File: src/rtl/prog_mem_pkg.sv
// Shared types and sizing for the program memory and its load sequencer.
// PROG_MEM_CHECKSUM_EN selects the 17-byte checksummed load length.
package prog_mem_pkg;

    typedef enum logic [1:0] {
        ST_IDLE = 2'd0,
        ST_LOAD = 2'd1,
        ST_DONE = 2'd2,
        ST_ERR  = 2'd3
    } prog_mem_state_t;

    localparam int PM_DEPTH  = 16;
    localparam int PM_ADDR_W = 4;
    localparam int PM_DATA_W = 8;
    localparam int PM_WP_W   = 5;

`ifdef PROG_MEM_CHECKSUM_EN
    localparam int PM_LOAD_LEN = 17;
`else
    localparam int PM_LOAD_LEN = 16;
`endif

endpackage

File: src/rtl/prog_mem_array.sv
// Program register file: async clear, one synchronous write port,
// one zero-latency combinational read port.
module prog_mem_array #(
    parameter int DEPTH  = 16,
    parameter int ADDR_W = 4,
    parameter int DATA_W = 8
) (
    input  logic              clk,
    input  logic              reset,
    input  logic              we,
    input  logic [ADDR_W-1:0] waddr,
    input  logic [DATA_W-1:0] wdata,
    input  logic [ADDR_W-1:0] raddr,
    output logic [DATA_W-1:0] rdata
);

    logic [DATA_W-1:0] mem_reg [DEPTH];

    // Registers rather than block RAM: reset has to wipe every word at once.
    always_ff @(posedge clk or posedge reset) begin
        if (reset) begin
            for (int i = 0; i < DEPTH; i++) begin
                mem_reg[i] <= '0;
            end
        end else if (we) begin
            mem_reg[waddr] <= wdata;
        end
    end

    assign rdata = mem_reg[raddr];

endmodule

File: src/rtl/prog_mem.sv
// Program memory with a byte-stream loader that holds the CPU in reset while
// the program is rewritten. PROG_MEM_CHECKSUM_EN adds a trailing checksum byte.
module prog_mem
    import prog_mem_pkg::*;
#(
    parameter int DEPTH  = PM_DEPTH,
    parameter int ADDR_W = PM_ADDR_W,
    parameter int DATA_W = PM_DATA_W
) (
    input  logic              clk,
    input  logic              reset,
    input  logic [ADDR_W-1:0] address,
    output logic [DATA_W-1:0] instr,
    output logic              cpu_n_reset,
    input  logic              ld_start,
    input  logic              ld_valid,
    input  logic [DATA_W-1:0] ld_data,
    output logic              ld_ready,
    output logic              ld_done,
    output logic              ld_error
);

    localparam logic [PM_WP_W-1:0] WP_LAST = PM_WP_W'(PM_LOAD_LEN - 1);

    prog_mem_state_t    state_reg, state_next;
    logic [PM_WP_W-1:0] wp_reg, wp_next;
    logic               accept;
    logic               mem_we;
    logic [DATA_W-1:0]  rdata;

`ifdef PROG_MEM_CHECKSUM_EN
    logic [DATA_W-1:0]  sum_reg, sum_next;
    logic               error_reg, error_next;
`endif

    assign ld_ready    = (state_reg == ST_LOAD);
    assign accept      = ld_valid && ld_ready;
    // The checksum byte sits at wp == DEPTH and must not land in memory.
    assign mem_we      = accept && (wp_reg < PM_WP_W'(DEPTH));
    assign cpu_n_reset = (state_reg == ST_IDLE);
    assign ld_done     = (state_reg == ST_DONE);
    assign instr       = cpu_n_reset ? rdata : '0;

    always_ff @(posedge clk or posedge reset) begin
        if (reset) begin
            state_reg <= ST_IDLE;
            wp_reg    <= '0;
`ifdef PROG_MEM_CHECKSUM_EN
            sum_reg   <= '0;
            error_reg <= 1'b0;
`endif
        end else begin
            state_reg <= state_next;
            wp_reg    <= wp_next;
`ifdef PROG_MEM_CHECKSUM_EN
            sum_reg   <= sum_next;
            error_reg <= error_next;
`endif
        end
    end

    always_comb begin
        state_next = state_reg;
        wp_next    = wp_reg;
`ifdef PROG_MEM_CHECKSUM_EN
        sum_next   = sum_reg;
        error_next = error_reg;
`endif
        case (state_reg)
            ST_IDLE: begin
                if (ld_start) begin
                    state_next = ST_LOAD;
                    wp_next    = '0;
`ifdef PROG_MEM_CHECKSUM_EN
                    sum_next   = '0;
`endif
                end
            end
            ST_LOAD: begin
                if (accept) begin
                    wp_next = wp_reg + 1'b1;
`ifdef PROG_MEM_CHECKSUM_EN
                    if (mem_we) begin
                        sum_next = sum_reg + ld_data;
                    end
                    if (wp_reg == WP_LAST) begin
                        if (ld_data == sum_reg) begin
                            state_next = ST_DONE;
                        end else begin
                            state_next = ST_ERR;
                            error_next = 1'b1;
                        end
                    end
`else
                    if (wp_reg == WP_LAST) begin
                        state_next = ST_DONE;
                    end
`endif
                end
            end
            ST_DONE: begin
                state_next = ST_IDLE;
            end
`ifdef PROG_MEM_CHECKSUM_EN
            ST_ERR: begin
                if (ld_start) begin
                    state_next = ST_LOAD;
                    wp_next    = '0;
                    sum_next   = '0;
                    error_next = 1'b0;
                end
            end
`endif
            default: begin
                state_next = ST_IDLE;
            end
        endcase
    end

`ifdef PROG_MEM_CHECKSUM_EN
    assign ld_error = error_reg;
`else
    assign ld_error = 1'b0;
`endif

    prog_mem_array #(
        .DEPTH  (DEPTH),
        .ADDR_W (ADDR_W),
        .DATA_W (DATA_W)
    ) u_array (
        .clk   (clk),
        .reset (reset),
        .we    (mem_we),
        .waddr (wp_reg[ADDR_W-1:0]),
        .wdata (ld_data),
        .raddr (address),
        .rdata (rdata)
    );

endmodule

File: config.mk
export PLATFORM = sky130hd
export DESIGN_NAME = prog_mem
export DESIGN_NICKNAME = d
export VERILOG_FILES = /design/src/rtl/prog_mem_pkg.sv /design/src/rtl/prog_mem_array.sv /design/src/rtl/prog_mem.sv
export SDC_FILE = /design/constraint.sdc
export NUM_CORES = 1
export LEC_CHECK = 0
export ABC_AREA = 0
export BUFFER_PORTS_ARGS = -buffer_cell sky130_fd_sc_hd__buf_2
export CAP_MARGIN = 0
export CORE_ASPECT_RATIO = 1.1
export CORE_MARGIN = 5
export CORE_UTILIZATION = 37
export DETAILED_ROUTE_END_ITERATION = 16
export GPL_ROUTABILITY_DRIVEN = 0
export PLACE_DENSITY_LB_ADDON = 0.1
export SETUP_SLACK_MARGIN = 0.05
export SYNTH_ARGS = -nofsm -noshare
export SYNTH_HDL_FRONTEND = slang
export SYNTH_SLANG_ARGS = --single-unit
File: constraint.sdc
create_clock -name clk -period 4.75 [get_ports clk]
set_input_delay 0.2375 -clock clk [delete_from_list [all_inputs] [get_ports clk]]
set_output_delay 0.2375 -clock clk [all_outputs]
set_load 0.03 [all_outputs]
# ---- Yosys cells after proc, flatten, opt, wreduce, memory -nomap -nowiden
# Cells that the tools add are included.
dict set report word_totals {
  register_bits 135
  latch_bits 0
  ramBits 0
  romBits 0
  in_bits 16
  elab_cells 52
  mem_count 0
}
dict set report op_classes {
  add_sub_neg 1
  mul 0
  div 0
  order_cmp 4
  eq_ne 6
  shifts 0
  mux 14
  bitwise_logic 2
  n_reduce_logical 7
}
# cell n
set ops {}
lappend ops {{128-bit bitwise mux} 1}
lappend ops {{8-bit binary-select mux with 4-bit select} 1}
lappend ops {{8-bit demux with 4-bit select} 1}
lappend ops {{8-bit 2-to-1 mux} 4}
lappend ops {{5-bit greater-or-equal comparator, second input constant} 2}
lappend ops {{5-bit 2-to-1 mux} 2}
lappend ops {{4-bit inverter with 5-bit output} 2}
lappend ops {{5-bit one-hot mux with 2 select lines} 1}
lappend ops {{2-bit 2-to-1 mux} 3}
lappend ops {{2-bit by 1-bit inequality test with 1-bit output, second input constant} 3}
lappend ops {{3-bit AND reduction} 2}
lappend ops {{5-bit by 1-bit adder with 5-bit output, second input constant} 1}
lappend ops {{5-bit by 4-bit == test with 1-bit output, second input constant} 1}
lappend ops {{5-bit by 1-bit less-than comparator with 1-bit output, second input constant} 1}
lappend ops {{5-bit less-than comparator, second input constant} 1}
lappend ops {{2-bit one-hot mux with 2 select lines} 1}
lappend ops {{1-bit logical AND} 3}
lappend ops {{2-bit by 1-bit == test with 1-bit output, second input constant} 1}
lappend ops {{2-bit == test, second input constant} 1}
lappend ops {{2-bit zero test} 1}
lappend ops {{2-bit nonzero test} 1}

# ---- Longest topological paths before layout
# Gate-level depths: netlist of run 1.
dict set report logic_depth {
  depth_word 6
  mapped_depth 6
  ltp_nobuf 5
}

# ---- Modules after synthesis
# From an unflattened synthesis of run 1, not the netlist that was laid out.
dict set report unflattened {
  cells_unflattened 421
  area_unflattened_um2 6346.1
}
# module n_inst cells_each area_each_um2 seq_area_each_um2
set modules_own_cells {}
lappend modules_own_cells {prog_mem_array 1 371 5889.4 3203.1}
lappend modules_own_cells {prog_mem 1 50 456.7 175.2}

# ---- Worst setup path before layout of run 1
# OpenSTA, ideal clock, no wires.
dict set report synth_path {
  path_kind {register to output}
  startpoint {register state_reg[1]}
  endpoint {output port instr[3]}
  t_arrival_ns 1.991
  slack_ns 2.521
  path_stages_with_launch 5
  n_path_buf 1
  path_cell_list {dfrtp_1 -> buf_6 -> nor2_1 -> nand2_1 -> o31ai_1}
}
dict set report synth_via {
  elab_chain_cells 2
}
# item line
set synth_rtl {}
lappend synth_rtl {{start: declaration} prog_mem.sv:25} ;# prog_mem_state_t state_reg, state_next;
lappend synth_rtl {{start signal: assignment} prog_mem.sv:53} ;# state_reg <= state_next;
lappend synth_rtl {{2-bit zero test} prog_mem.sv:40} ;# assign cpu_n_reset = (state_reg == ST_IDLE);
lappend synth_rtl {{net cpu_n_reset} prog_mem.sv:14} ;# output logic cpu_n_reset,
lappend synth_rtl {{8-bit 2-to-1 mux} prog_mem.sv:42} ;# assign instr = cpu_n_reset ? rdata : '0;
lappend synth_rtl {{end: declaration} prog_mem.sv:13} ;# output logic [DATA_W-1:0] instr,
# The timed path passes the listed nets, and every way through them passes these cells.

# ---- Final worst setup path of run 1
dict set report layout_path {
  startpoint {register state_reg[0]}
  endpoint {output port instr[7]}
}
dict set report layout_via {
  elab_chain_cells 2
}
# item line
set layout_rtl {}
lappend layout_rtl {{2-bit zero test} prog_mem.sv:40}
lappend layout_rtl {{8-bit 2-to-1 mux} prog_mem.sv:42}
# Every way passes these cells.

==> out/results.txt, run 1 <==
The flow ran to the end, and the final reports show no timing, DRC or antenna violations. The number of nets still failing antenna checks after routing was 0. After synthesis, the share of cell area in mux cells is 32.2%. The number of buffers added on ports came out at 26. Most used flip-flop cell after synthesis: sky130_fd_sc_hd__dfrtp_1.

The commonest cells after synthesis are sky130_fd_sc_hd__dfrtp_1 (135), sky130_fd_sc_hd__mux2_2 (118), sky130_fd_sc_hd__mux2i_1 (51), sky130_fd_sc_hd__a22oi_1 (21), sky130_fd_sc_hd__clkbuf_1 (15). The tools report the worst setup slack after layout as 2.18 ns. The proportion of netlist area held by the largest area contributor is 51.5%. The startpoint identified for the worst register-to-register timing path is wp_reg[3]. The tools report the placement row count as 51. For this run, design rule violations remaining after detail routing come to 0. The total clock buffers created by CTS was 17. Static timing analysis puts the maximum clock frequency at 390 MHz. Of all flip-flops after synthesis, the portion carrying an async set or reset was 100%. The CTS sink count came out at 135. The most critical setup path has its startpoint at state_reg[0]. The final total negative setup slack is 0 ns, and the sequential share of the synthesized area is 51.5%. Die extent in x: 137 um. Along the worst path, the maximum fanout reaches 13. The tools report the H-tree depth reported by CTS as 4.

Yosys attributes the largest share of cell area to sky130_fd_sc_hd__dfrtp_1 (52%), sky130_fd_sc_hd__mux2_2 (20%), sky130_fd_sc_hd__mux2i_1 (7.8%). STA puts the critical path data required time at 4.51 ns. 0 antenna diodes ended up in the layout.

For the synthesized net count, the log shows 491. For this design the ratio of total power to cell area is 612 nW/um^2. The worst setup path is of the flop to primary output kind. The clock passes through at most 2 buffers. The synthesized netlist devotes 0.954% of its cell area to adder and majority cells. Measured against its own limit, the worst slew margin works out to 38.0%. The tree is rooted in a sky130_fd_sc_hd__clkbuf_16. Entering global routing, the biggest net connects 100 pins. The tools report the first-pass GRT wire length as 24600 um.

In this run the cell area of the synthesized design comes to 6560 um^2. The xor/xnor share of the synthesized area came out at 0%. The slew of the pin with the lowest slew margin was 0.930 ns.

The initial antenna violation count came out at 0. TritonCTS built the clock tree. 28 I/O pins were placed. Counting flops with a built-in enable in the synthesized netlist gives 0. The setup violation total in the final timing report came out at 0. Post-CTS repair changed the size of 0 cells.

Global routing used 16.2% of the available tracks. The height of the die came out at 150 um. The via count of the first global-routing pass is 4133.

The clock edge transition at the registers on the reported setup and hold paths was 0.06 ns; the number of pins with negative max-slew slack in the final report was 0. In the finished design, the share of the clock period the worst path needs comes to 54.0%. The post-detailed-route wirelength per cell was 20.6 um. Of the cells placed in the final design, the portion with a size suffix greater than 1 is 40.9%. The number of hold buffers added after CTS was 0. The total of warnings raised by yosys came out at 0.

The first-pass iteration count of the detailed router came out at 4. The synthesized netlist devotes 6.92% of its cell area to simple gates. The type of element capturing the critical path was a primary output. The final worst clock skew is 0.00641 ns. The final route contains 3853 vias. The number of nets at the end of the flow was 510; the clock insertion delay at the later pin of the skew report was 0.41 ns.

The register bit total from synthesis was 135. The tool flagged a number of max-cap violations equal to 0. The layout overhead on the synthesized area is 13.9%, and the initial standard-cell utilization of the core is 37.4%.

The number of buffers added for setup after CTS was 0; the HPWL reported at the end of detailed placement was 10000 um. The total length of routed wires was 15200 um. The DRC marker count from the first detailed-route iteration is 224. Setup repair after global routing left no endpoint under its margin.

For the power consumption, the log shows 0.00457 W. The most area-hungry cell type in the Yosys netlist was sky130_fd_sc_hd__dfrtp_1. The number of vias per cell is 5.21, and the final number of hold-violating endpoints is 0. The cell count after synthesis came out at 470.

The worst setup path is launched from a flop. Summing the areas of all compound-gate instances in the mapped netlist gives 4.96% of the synthesized area. The worst slack at placement was 2.35 ns.

For the count of different cell masters after synthesis, the log shows 37. The flip-flop count of the largest register, all copies and words added was 128; the average size of a mapped cell was 14.0 um^2. The combinational family with the most area after synthesis was multiplexers.

For the data arrival at the endpoint of the critical path, the log shows 2.33 ns. For the standby leakage power, the log shows 3.55 nW. Cell with the most instances after synthesis: sky130_fd_sc_hd__dfrtp_1.

For this run the aggregate overflow at the end of global routing stands at 0. The area inside the core boundary is 17500 um^2, and the area of the die is 20500 um^2. The class of the tightest hold or removal check is primary input to async pin.

Counting the fill cells in the layout gives 1670. The worst path needs 2.57 ns of the cycle, external delays included. The largest voltage drop on the vdd net was 0.275 mV.
final cells by class:
| class | count | area (um^2) | area share (%) |
|---|---|---|---|
| timing repair buffer | 32 | 178 | 2.38 |
| inverter | 4 | 20.0 | 0.268 |
| tap | 238 | 298 | 3.99 |
| sequential | 135 | 3380 | 45.2 |
| multi-input combinational | 299 | 2960 | 39.6 |
| clock inverter | 8 | 143 | 1.91 |
| clock buffer | 23 | 498 | 6.67 |
stage by stage:
stage                     hold WS (ns)  util [%]  instances  cell area (um^2)
after floorplan                  0.369         -        470              6560
after global placement           0.473      38.9        708              6830
after detailed placement         0.481      38.9        708              6830
after CTS                       0.0560      42.6        739              7470
after global routing            0.0991      42.6        739              7470
final                           0.0169      42.6        739              7470
worst paths after layout:
check | end | slack (ns) | cells after the start
max | instr[7] | 2.18 | 5
min | u_array.mem_reg[54] | 0.02 | 2
max reg2reg | u_array.mem_reg[57] | 2.63 | 3
min reg2reg | u_array.mem_reg[120] | 0.49 | 1
max in group asynchronous | u_array.mem_reg[57] | 3.65 | 3
min in group clk | state_reg[0] | 0.16 | 2
cell usage in the layout (no fill, tap or decap), drive strengths merged, types with 5 or more instances in the layout:
| cell | count |
|---|---|
| a22oi | 21 |
| nor2b | 7 |
| dfrtp | 135 |
| mux2 | 128 |
| mux4 | 7 |
| nand2 | 22 |
| buf | 32 |
| nand3 | 11 |
| o21ai | 10 |
| clkbuf | 23 |
| and2 | 5 |
| ha | 5 |
| a22o | 6 |
| mux2i | 51 |
cell families after synthesis:
| kind of cell | count (synthesis) |
|---|---|
| buf+inv | 36 |
| other cells | 1 |
| mux | 186 |
| simple gates | 61 |
| flops | 135 |
| compound gates | 46 |
| fa+ha+maj | 5 |
layer usage:
layer	vias up	GRT usage, %	routed length [um]
li1	1748	-	-
met5	-	0	0
met2	50	25.1	7270
met1	2037	22.5	7310
met3	18	4.17	462
met4	0	4.59	205
power breakdown:
group	total (W)	switching [W]	leakage [nW]	internal [W]
Clock	0.00142	0.000473	0.315	0.000943
Sequential	0.00198	0.000303	1.70	0.00168
Combinational	0.00117	0.000509	1.53	0.000661
worst max-delay path, stage by stage (launching register included):
cell	delay, ns
sky130_fd_sc_hd__dfrtp_1	0.50
sky130_fd_sc_hd__or3_1	0.45
sky130_fd_sc_hd__a221oi_1	0.39
sky130_fd_sc_hd__o21ai_0	0.22
sky130_fd_sc_hd__o31ai_1	0.11
sky130_fd_sc_hd__buf_2	0.24
Note: power is estimated with default switching activity, not from simulation.
==> inputs of run 2 (changes only) <==
Clock period 4.75 ns to 2.5 ns, I/O delays scaled along.
==> run 2 against run 1 <==
  * Final area is 1.0% higher
  * Global-route usage grew 0.29 points
  * Worst setup slack got worse by 1.9 ns
  * Total power is 90% higher
  * Cell count up 1.5%
  * Sequential power grew 87%
==> out/results.txt, run 2 (same netlist as run 1, synthesis figures left out) <==
The proportion of power drawn by combinational gates is 28.1% (+2.5 points). TritonCTS built the clock tree. The run gives 73 (-27%) as the pin count of the biggest net entering global routing. The standby leakage power came out at 3.59 nW (+1.1%).

The cell chosen for the clock root is sky130_fd_sc_hd__clkbuf_16. The tools report the global-route usage over all layers as 16.5% (+0.29 points). Among cell families on the critical path, the largest total delay comes from compound AO/OA/AOI/OAI gates. The logs give 0 (unchanged) for the number of nets still failing antenna checks after routing and 7330 um (+0.88%) for the detailed route wirelength on metal2. The proportion of total power due to net switching works out to 29.1% (+0.95 points). The logs give 4 (unchanged) for the H-tree depth reported by CTS and 58.4% (+20 points) for the worst-case headroom to the max-slew limit. The run gives 0.00615 W (+87%) as the internal power contribution. The DRC marker count from the first detailed-route iteration is 172 (-23%), and the first-pass GRT wire length is 25000 um (+1.9%). The run gives 29.3% (-1.7 points) as the relative contribution of the clock network to total power. The flow ran to the end, and the final reports show no timing, DRC or antenna violations.

HPWL reported at the end of detailed placement: 10600 um (+6.5%). The uppermost metal layer occupied by signal nets is met4. Library cell contributing the largest single delay on the critical path: sky130_fd_sc_hd__dfrtp_2.

The logs give 0.475 mV (+73%) for the largest voltage drop on the vdd net and 0 (unchanged) for the number of antenna repair diodes. For the initial antenna violation count, the log shows 0 (unchanged). The tools report the number of max-cap violations as 0 (unchanged).

The peak per-stage delay on the critical path is 0.48 ns (-0.02 ns), and the via count of the first global-routing pass is 4166 (+0.80%). The layout cell share with drive strength beyond 1 works out to 41.8% (+0.88 points). Total length of routed wires: 15300 um (+0.30%). Most common cell after layout, fill and taps aside: sky130_fd_sc_hd__dfrtp_1. The slew of the pin with the lowest slew margin was 0.622 ns (-0.308 ns); the total non-filler cell area in the finished layout was 7540 um^2 (+1.0%).

The part of the total power dissipated in sequential elements was 42.6% (-0.8 points). For the post-detailed-route DRC marker count, the log shows 0 (unchanged). The placed instance area is 6930 um^2 (+1.5%). The power per unit of standard cell area works out to 1150 nW/um^2 (+88%). The initial standard-cell utilization of the core came out at 37.4% (unchanged).

The min-delay analysis places its worst path in the category primary input to flop. Final total negative setup slack: 0 ns (unchanged). The tools report the first-pass iteration count of the detailed router as 4 (unchanged). The number of buffers added on ports was 26 (unchanged). The critical path goes through or3_1, a221oi_1, o21ai_0, o31ai_1, buf_2.

Final number of hold-violating endpoints: 0 (unchanged). STA classifies the critical path startpoint as a flop. The number of vias per cell works out to 5.18 (-0.67%). The residual overflow from global routing was 0 (unchanged). Total clock buffers created by CTS: 17 (unchanged). The post-detailed-route wirelength per cell came out at 20.4 um (-1.2%). Setup repair after global routing left no endpoint under its margin. Data required time of the worst path: 2.38 ns (-2.13 ns).

For the total via count in the routed design, the log shows 3884 (+0.80%). For the routed metal-1 wirelength, the log shows 7460 um (+2.0%). By startpoint and endpoint, the worst setup path is classified as flop to primary output.

The CTS sink count is 135 (unchanged), and the number of buffers added for setup after CTS is 0 (unchanged). Static timing analysis puts the maximum clock frequency at 444 MHz. The area growth from synthesis to layout is 15.0%.

The logs give 1619 (-3.1%) for the number of inserted filler cells in the final layout and 354 um (-23%) for the wire length on met3. Clock edge transition at the registers on the reported setup and hold paths: 0.05 ns (about the same). The area of the die was 20500 um^2 (unchanged); the post-layout minimum cycle time was 2.25 ns. The logs give 51 (unchanged) for the placement row count and 0.00606 ns (-0.000349 ns) for the final worst clock skew. The number of nets at the end of the flow was 520 (+2.0%).

The count of buffer and inverter cells on the critical path was 1 (unchanged); the area inside the core boundary was 17500 um^2 (unchanged). The number of pins with negative max-slew slack in the final report is 0 (unchanged), and the share of the cycle needed by the critical path after routing is 90.1%. The run gives 0.00252 W (+96%) as the net switching component of the power.

For the data arrival at the endpoint of the critical path, the log shows 2.13 ns (-0.20 ns). The flip-flop count of the largest register, all copies and words added works out to 128 (unchanged). In the layout the commonest cells are sky130_fd_sc_hd__dfrtp_1 (134), sky130_fd_sc_hd__mux2_2 (118), sky130_fd_sc_hd__mux2i_1 (51), sky130_fd_sc_hd__buf_2 (25), sky130_fd_sc_hd__a22oi_1 (21). For the clock insertion delay at the later pin of the skew report, the log shows 0.41 ns (about the same). For the power consumption, the log shows 0.00867 W (+90%). The height of the die came out at 150 um (unchanged). The die extent in x was 137 um (unchanged); the setup violation total in the final timing report was 0 (unchanged).

The highest fanout seen on the critical path was 13 (unchanged); the maximum buffer depth of the clock tree was 2 (unchanged). The number of placed I/O pins is 28 (unchanged). The worst setup path is captured at a primary output.
## run 2: changes by cell type in the layout (fill, tap and decap cells not counted)
cell | before | now
sky130_fd_sc_hd__dfrtp_2 | 0 | 1
sky130_fd_sc_hd__dfrtp_1 | 135 | 134
sky130_fd_sc_hd__inv_6 | 1 | 0
sky130_fd_sc_hd__buf_4 | 7 | 13
sky130_fd_sc_hd__clkbuf_8 | 5 | 3
sky130_fd_sc_hd__bufinv_16 | 4 | 3
sky130_fd_sc_hd__clkinv_2 | 3 | 5
sky130_fd_sc_hd__clkbuf_1 | 1 | 3
sky130_fd_sc_hd__buf_12 | 0 | 3
sky130_fd_sc_hd__clkinvlp_4 | 1 | 2
sky130_fd_sc_hd__dlygate4sd3_1 | 0 | 1
## run 2: final timing paths
kind | startpoint | end | slack (ns) | cells past startpoint
setup / recovery | state_reg[0] | instr[7] | 0.25 | 5
hold / removal | ld_valid | state_reg[0] | 0.04 | 2
setup reg to reg | state_reg[1] | u_array.mem_reg[2] | 0.60 | 4
hold reg to reg | u_array.mem_reg[121] | u_array.mem_reg[121] | 0.49 | 1
max in group asynchronous | reset | u_array.mem_reg[104] | 1.39 | 4
min in group asynchronous | reset | u_array.mem_reg[52] | 0.34 | 3
## run 2: final cells by class
cell class	instances	area, um^2	area share (%)
sequential	135	3380	44.8
clock buffer	23	478	6.33
timing repair buffer	42	293	3.88
inverter	4	18.8	0.249
multi-input combinational	299	2960	39.2
clock inverter	9	123	1.63
tap	238	298	3.95
## run 2: what timing repair did
item / CTS / global route
endpoints found under the hold margin: 23 / 0
hold buffers: 1 / 0
gates resized for setup: 0 / 1
setup endpoints to repair: 0 / 1
## run 2: metal layers
layer	vias to the layer above	GRT usage (%)
met4	0	4.04
met1	2044	23.5
met3	13	3.97
met2	38	25.3
met5	-	0
li1	1789	-
## run 2: through the flow
step | std cells | hold slack [ns] | setup slack, ns | utilization, %
after detailed placement | 717 | 0.237 | 0.563 | 39.5
after global placement | 717 | 0.234 | 0.563 | 39.5
final | 750 | 0.0381 | 0.248 | 43.0
after floorplan | 470 | 0.257 | 0.384 | -
after global routing | 750 | 0.0426 | 0.0752 | 43.0
after CTS | 750 | 0.0161 | 0.200 | 43.0
## run 2: power by group through the flow
stage | registers, W | clock network [W] | logic, W
after floorplan | 0.00356 | 0 | 0.00203
after global placement | 0.00368 | 0 | 0.00244
after detailed placement | 0.00373 | 0 | 0.00247
after CTS | 0.00369 | 0.00260 | 0.00248
after global routing | 0.00383 | 0.00270 | 0.00270
final | 0.00370 | 0.00254 | 0.00244
==> inputs of run 3 (changes only) <==
Settings changed: ABC_AREA 0 to 1, SYNTH_HIERARCHICAL set to 1.
==> run 3 against run 2 <==
  * Cell count increased by 55%
  * Final area increased by 0.81%
  * Wire length increased by 22%
  * Non-clock buffer count increased by 2
  * Clock power decreased by 5%
  * Area after synthesis increased by 1.7%
  * Sequential share of layout area decreased by 0.38 points
  * First-iteration DRC count increased to 3.1 times the previous value
  * Critical path type unchanged
  * Largest cell class unchanged
==> out/results.txt, run 3 <==
The run finished with clean final reports. The post-detailed-route DRC marker count was 0 (unchanged). The highest fanout seen on the critical path came out at 2 (-11). The final number of hold-violating endpoints came out at 0 (unchanged). The total of warnings raised by yosys was 6 (+6); the H-tree depth reported by CTS was 4 (unchanged). The residual overflow from global routing was 0 (unchanged); the clock insertion delay at the later pin of the skew report was 0.42 ns (about the same). The share of synthesized cell area in full adder, half adder and majority cells was 0.375% (-0.58 points); the share of the cycle needed by the critical path after routing was 77.7% (-12 points). The number of nets still failing antenna checks after routing was 0 (unchanged); the first-pass iteration count of the detailed router was 5 (+1).

The most common cell in the synthesized netlist is sky130_fd_sc_hd__nand2_1. The number of flops mapped to enable cells by yosys was 0 (unchanged). Leaving out fill and tap cells, the most frequent cell in the layout is sky130_fd_sc_hd__nand2_1. Most used flip-flop cell after synthesis: sky130_fd_sc_hd__dfrtp_1. The slew of the pin with the lowest slew margin is 0.574 ns (-0.0479 ns). The combinational family with the most area after synthesis was simple AND/OR/NAND/NOR gates.

Number of max-cap violations: 0 (unchanged). Number of cells after detailed placement: 1136 (+58%). The proportion of synthesized area in mux cells was 0% (-32 points); the count of non-filler cells in the finished layout was 1166 (+55%).

The maximum frequency from static timing analysis came out at 515 MHz (+16%). Setup repair after global routing left no endpoint under its margin. The tools report the synthesized net count as 924 (+88%).

For the total clock buffers created by CTS, the log shows 17 (unchanged). Average size of a mapped cell: 7.36 um^2 (-47%). The count of different cell masters after synthesis is 21 (-43%), and the die extent in x is 138 um (+0.77%). The final total negative setup slack was 0 ns (unchanged).

The setup violation total in the final timing report came out at 0 (unchanged). The layout overhead on the synthesized area came out at 14.1%. The post-detailed-route wirelength per cell works out to 16.0 um (-21%).

The multi-input gate area in the final layout came out at 2530 um^2 (-14%). By startpoint and endpoint, the worst setup path is classified as flop to primary output. Data required time of the worst path: 2.38 ns (about the same). The maximum buffer depth of the clock tree is 2 (unchanged), and the fraction of registers with async set/reset is 100% (unchanged). The startpoint type of the worst setup path was a flop. The first-pass GRT wire length is 31100 um (+24%). The post-synthesis compound-gate area fraction works out to 10.9% (+6.0 points). For the pin count of the biggest net entering global routing, the log shows 43 (-41%). The run gives 1.82 ns (-0.31 ns) as the data arrival at the endpoint of the critical path. The number of buffers added on ports is 26 (unchanged), and the worst-case headroom to the max-slew limit is 61.6% (+3.2 points). The logs give 43.5% (+0.9 points) for the part of the total power dissipated in sequential elements and 906 (+93%) for the number of standard cells after synthesis. The cell chosen for the clock root was sky130_fd_sc_hd__clkbuf_16. The sequential cell area was 3380 um^2 (about the same); the number of pins with negative max-slew slack in the final report was 0 (unchanged).

The power per unit of standard cell area is 1060 nW/um^2 (-8.2%), and the worst setup slack after layout is 0.558 ns (+0.309 ns). The area of the die is 20800 um^2 (+1.5%). The tools report the area inside the core boundary as 17700 um^2 (+1.1%). The worst slack at placement is 0.598 ns (+0.0352 ns), and the DRC marker count from the first detailed-route iteration is 525 (+210%). The global-route usage over all layers is 19.8% (+3.3 points).

The logs give 5318 (+28%) for the via count of the first global-routing pass and 1950 (+20%) for the number of inserted filler cells in the final layout. The layout cell share with drive strength beyond 1 was 8.41% (-33 points); the relative contribution of the clock network to total power was 30.1% (+0.8 points). The number of antenna repair diodes was 0 (unchanged); the proportion of netlist area held by the largest area contributor was 50.7% (-0.84 points).

The xor/xnor share of the synthesized area was 0% (unchanged). The final worst clock skew came out at 0.00542 ns (-0.000648 ns). The CTS sink count came out at 135 (unchanged). The post-layout minimum cycle time is 1.94 ns (-0.309 ns).

The initial standard-cell utilization of the core was 37.6% (+0.21 points); the total via count in the routed design was 5539 (+43%). For the number of nets at the end of the flow, the log shows 936 (+80%). The tools report the placed instance area as 7040 um^2 (+1.6%). By count the netlist is led by sky130_fd_sc_hd__nand2_1 (292), sky130_fd_sc_hd__inv_1 (144), sky130_fd_sc_hd__o21ai_0 (142), sky130_fd_sc_hd__dfrtp_1 (135), sky130_fd_sc_hd__nand3_1 (107).

The tools report the type of element capturing the critical path as a primary output. The proportion of power drawn by combinational gates came out at 26.4% (-1.7 points). The tools report the standby leakage power as 3.82 nW (+6.4%). The largest voltage drop on the vdd net is 0.503 mV (+6.0%), and the clock edge transition at the registers on the reported setup and hold paths is 0.06 ns (about the same). The library cells used most frequently in the layout, excluding fill and tap cells, are sky130_fd_sc_hd__nand2_1 (292), sky130_fd_sc_hd__inv_1 (143), sky130_fd_sc_hd__o21ai_0 (142), sky130_fd_sc_hd__dfrtp_1 (135), sky130_fd_sc_hd__nand3_1 (107).

The tools report the placement row count as 51 (unchanged). The height of the die is 151 um (+0.77%). After synthesis, the cell types taking the most area are sky130_fd_sc_hd__dfrtp_1 (51%), sky130_fd_sc_hd__nand2_1 (16%), sky130_fd_sc_hd__o21ai_0 (11%). Simple-gate portion of the synthesized area: 26.6% (+20 points). The netlist area before placement is 6670 um^2 (+1.7%).

Number of vias per cell: 4.75 (-8.3%). The register bit total from synthesis came out at 135 (unchanged). The tightest min-delay check is of the primary input to flop type. HPWL reported at the end of detailed placement: 12600 um (+19%). The flip-flop count of the largest register, all copies and words added came out at 128 (unchanged). The biggest area contributor in the post-synthesis netlist is sky130_fd_sc_hd__dfrtp_1.

The internal power contribution is 0.00534 W (-13%). Total length of routed wires: 18700 um (+22%). The number of placed I/O pins is 28 (unchanged).

The total non-filler cell area in the finished layout came out at 7610 um^2 (+0.81%). The initial antenna violation count was 0 (unchanged). TritonCTS built the clock tree. The net switching component of the power was 0.00269 W (+6.5%). The sequential share of the synthesized area came out at 50.7% (-0.84 points). The proportion of total power due to net switching is 33.5% (+4.4 points).
[run 3: changes by cell type in the layout (fill, tap and decap cells not counted), moves of 7 or more]
cell / previous run / this run
sky130_fd_sc_hd__o21ai_0: 10 / 142
sky130_fd_sc_hd__nand2_4: 12 / 0
sky130_fd_sc_hd__nor2_1: 2 / 19
sky130_fd_sc_hd__mux4_2: 7 / 0
sky130_fd_sc_hd__inv_1: 3 / 143
sky130_fd_sc_hd__nand2_1: 10 / 292
sky130_fd_sc_hd__a22oi_1: 21 / 0
sky130_fd_sc_hd__mux2i_1: 51 / 0
sky130_fd_sc_hd__mux2_1: 10 / 0
sky130_fd_sc_hd__mux2_2: 118 / 0
sky130_fd_sc_hd__nand3_1: 7 / 107
sky130_fd_sc_hd__nor2b_1: 7 / 0
[run 3: worst paths after layout]
kind | depth (start not counted) | from | slack, ns | end
worst max-delay path | 9 | u_array/mem_reg[11] | 0.56 | instr[3]
worst min-delay path | 3 | ld_start | 0.01 | state_reg[0]
worst max register to register | 8 | state_reg[1] | 0.62 | u_array/mem_reg[96]
worst min register to register | 2 | u_array/mem_reg[102] | 0.48 | u_array/mem_reg[102]
max in group asynchronous | 4 | reset | 1.53 | u_array/mem_reg[41]
min in group asynchronous | 3 | reset | 0.21 | state_reg[0]
[run 3: stage by stage]
step                      hold slack, ns  utilization, %  total power [W]
final                             0.0131            42.9          0.00803
after detailed placement           0.114            39.7          0.00565
after global placement             0.105            39.7          0.00561
after floorplan                  -0.0716               -          0.00503
after global routing              0.0198            42.9          0.00872
after CTS                        0.00122            42.9          0.00812
[run 3: kinds of logic after synthesis]
kind of cell               count (synthesis)
AOI/OAI and AO/OA                        145
DFF                                      135
adders and majority gates                  2
other                                      1
buffers and inverters                    197
and+or+nand+nor                          426
[run 3: layout make-up]
class | instances | area share [%]
clock inverters | 4 | 0.921
clock buffers | 25 | 6.38
inverters | 146 | 7.25
well taps | 238 | 3.92
multi-input cells | 574 | 33.3
repair buffers | 44 | 3.85
flip-flops and latches | 135 | 44.4
[run 3: power groups by stage]
stage / logic, W / clock network (W) / registers, W
finish: 0.00212 / 0.00242 / 0.00349
CTS: 0.00214 / 0.00248 / 0.00349
global placement: 0.00210 / 0 / 0.00351
floorplan: 0.00161 / 0 / 0.00342
global route: 0.00253 / 0.00259 / 0.00360
detailed placement: 0.00213 / 0 / 0.00352
[run 3: per-layer routing]
layer | global-route usage, % | wire, um | vias up
li1 | - | - | 2827
met4 | 5.98 | 323 | 0
met2 | 27.7 | 7860 | 117
met5 | 0 | 0 | -
met3 | 3.92 | 850 | 25
met1 | 30.6 | 9670 | 2570
[run 3: critical path, cell delays in order (launching register included)]
cell                      delay (ns)
sky130_fd_sc_hd__dfrtp_1        0.32
sky130_fd_sc_hd__inv_1          0.04
sky130_fd_sc_hd__o21ai_0        0.22
sky130_fd_sc_hd__nand2_1        0.08
sky130_fd_sc_hd__nand3_1        0.08
sky130_fd_sc_hd__nand3_1        0.11
sky130_fd_sc_hd__nand2_1        0.08
sky130_fd_sc_hd__inv_1          0.04
sky130_fd_sc_hd__nor2_1         0.19
sky130_fd_sc_hd__buf_2          0.24
[run 3: what timing repair did]
item	4_1_cts	5_1_grt
setup buffers	0	0
gates resized for setup	0	0
hold buffers	1	0
hold endpoints to repair	20	0
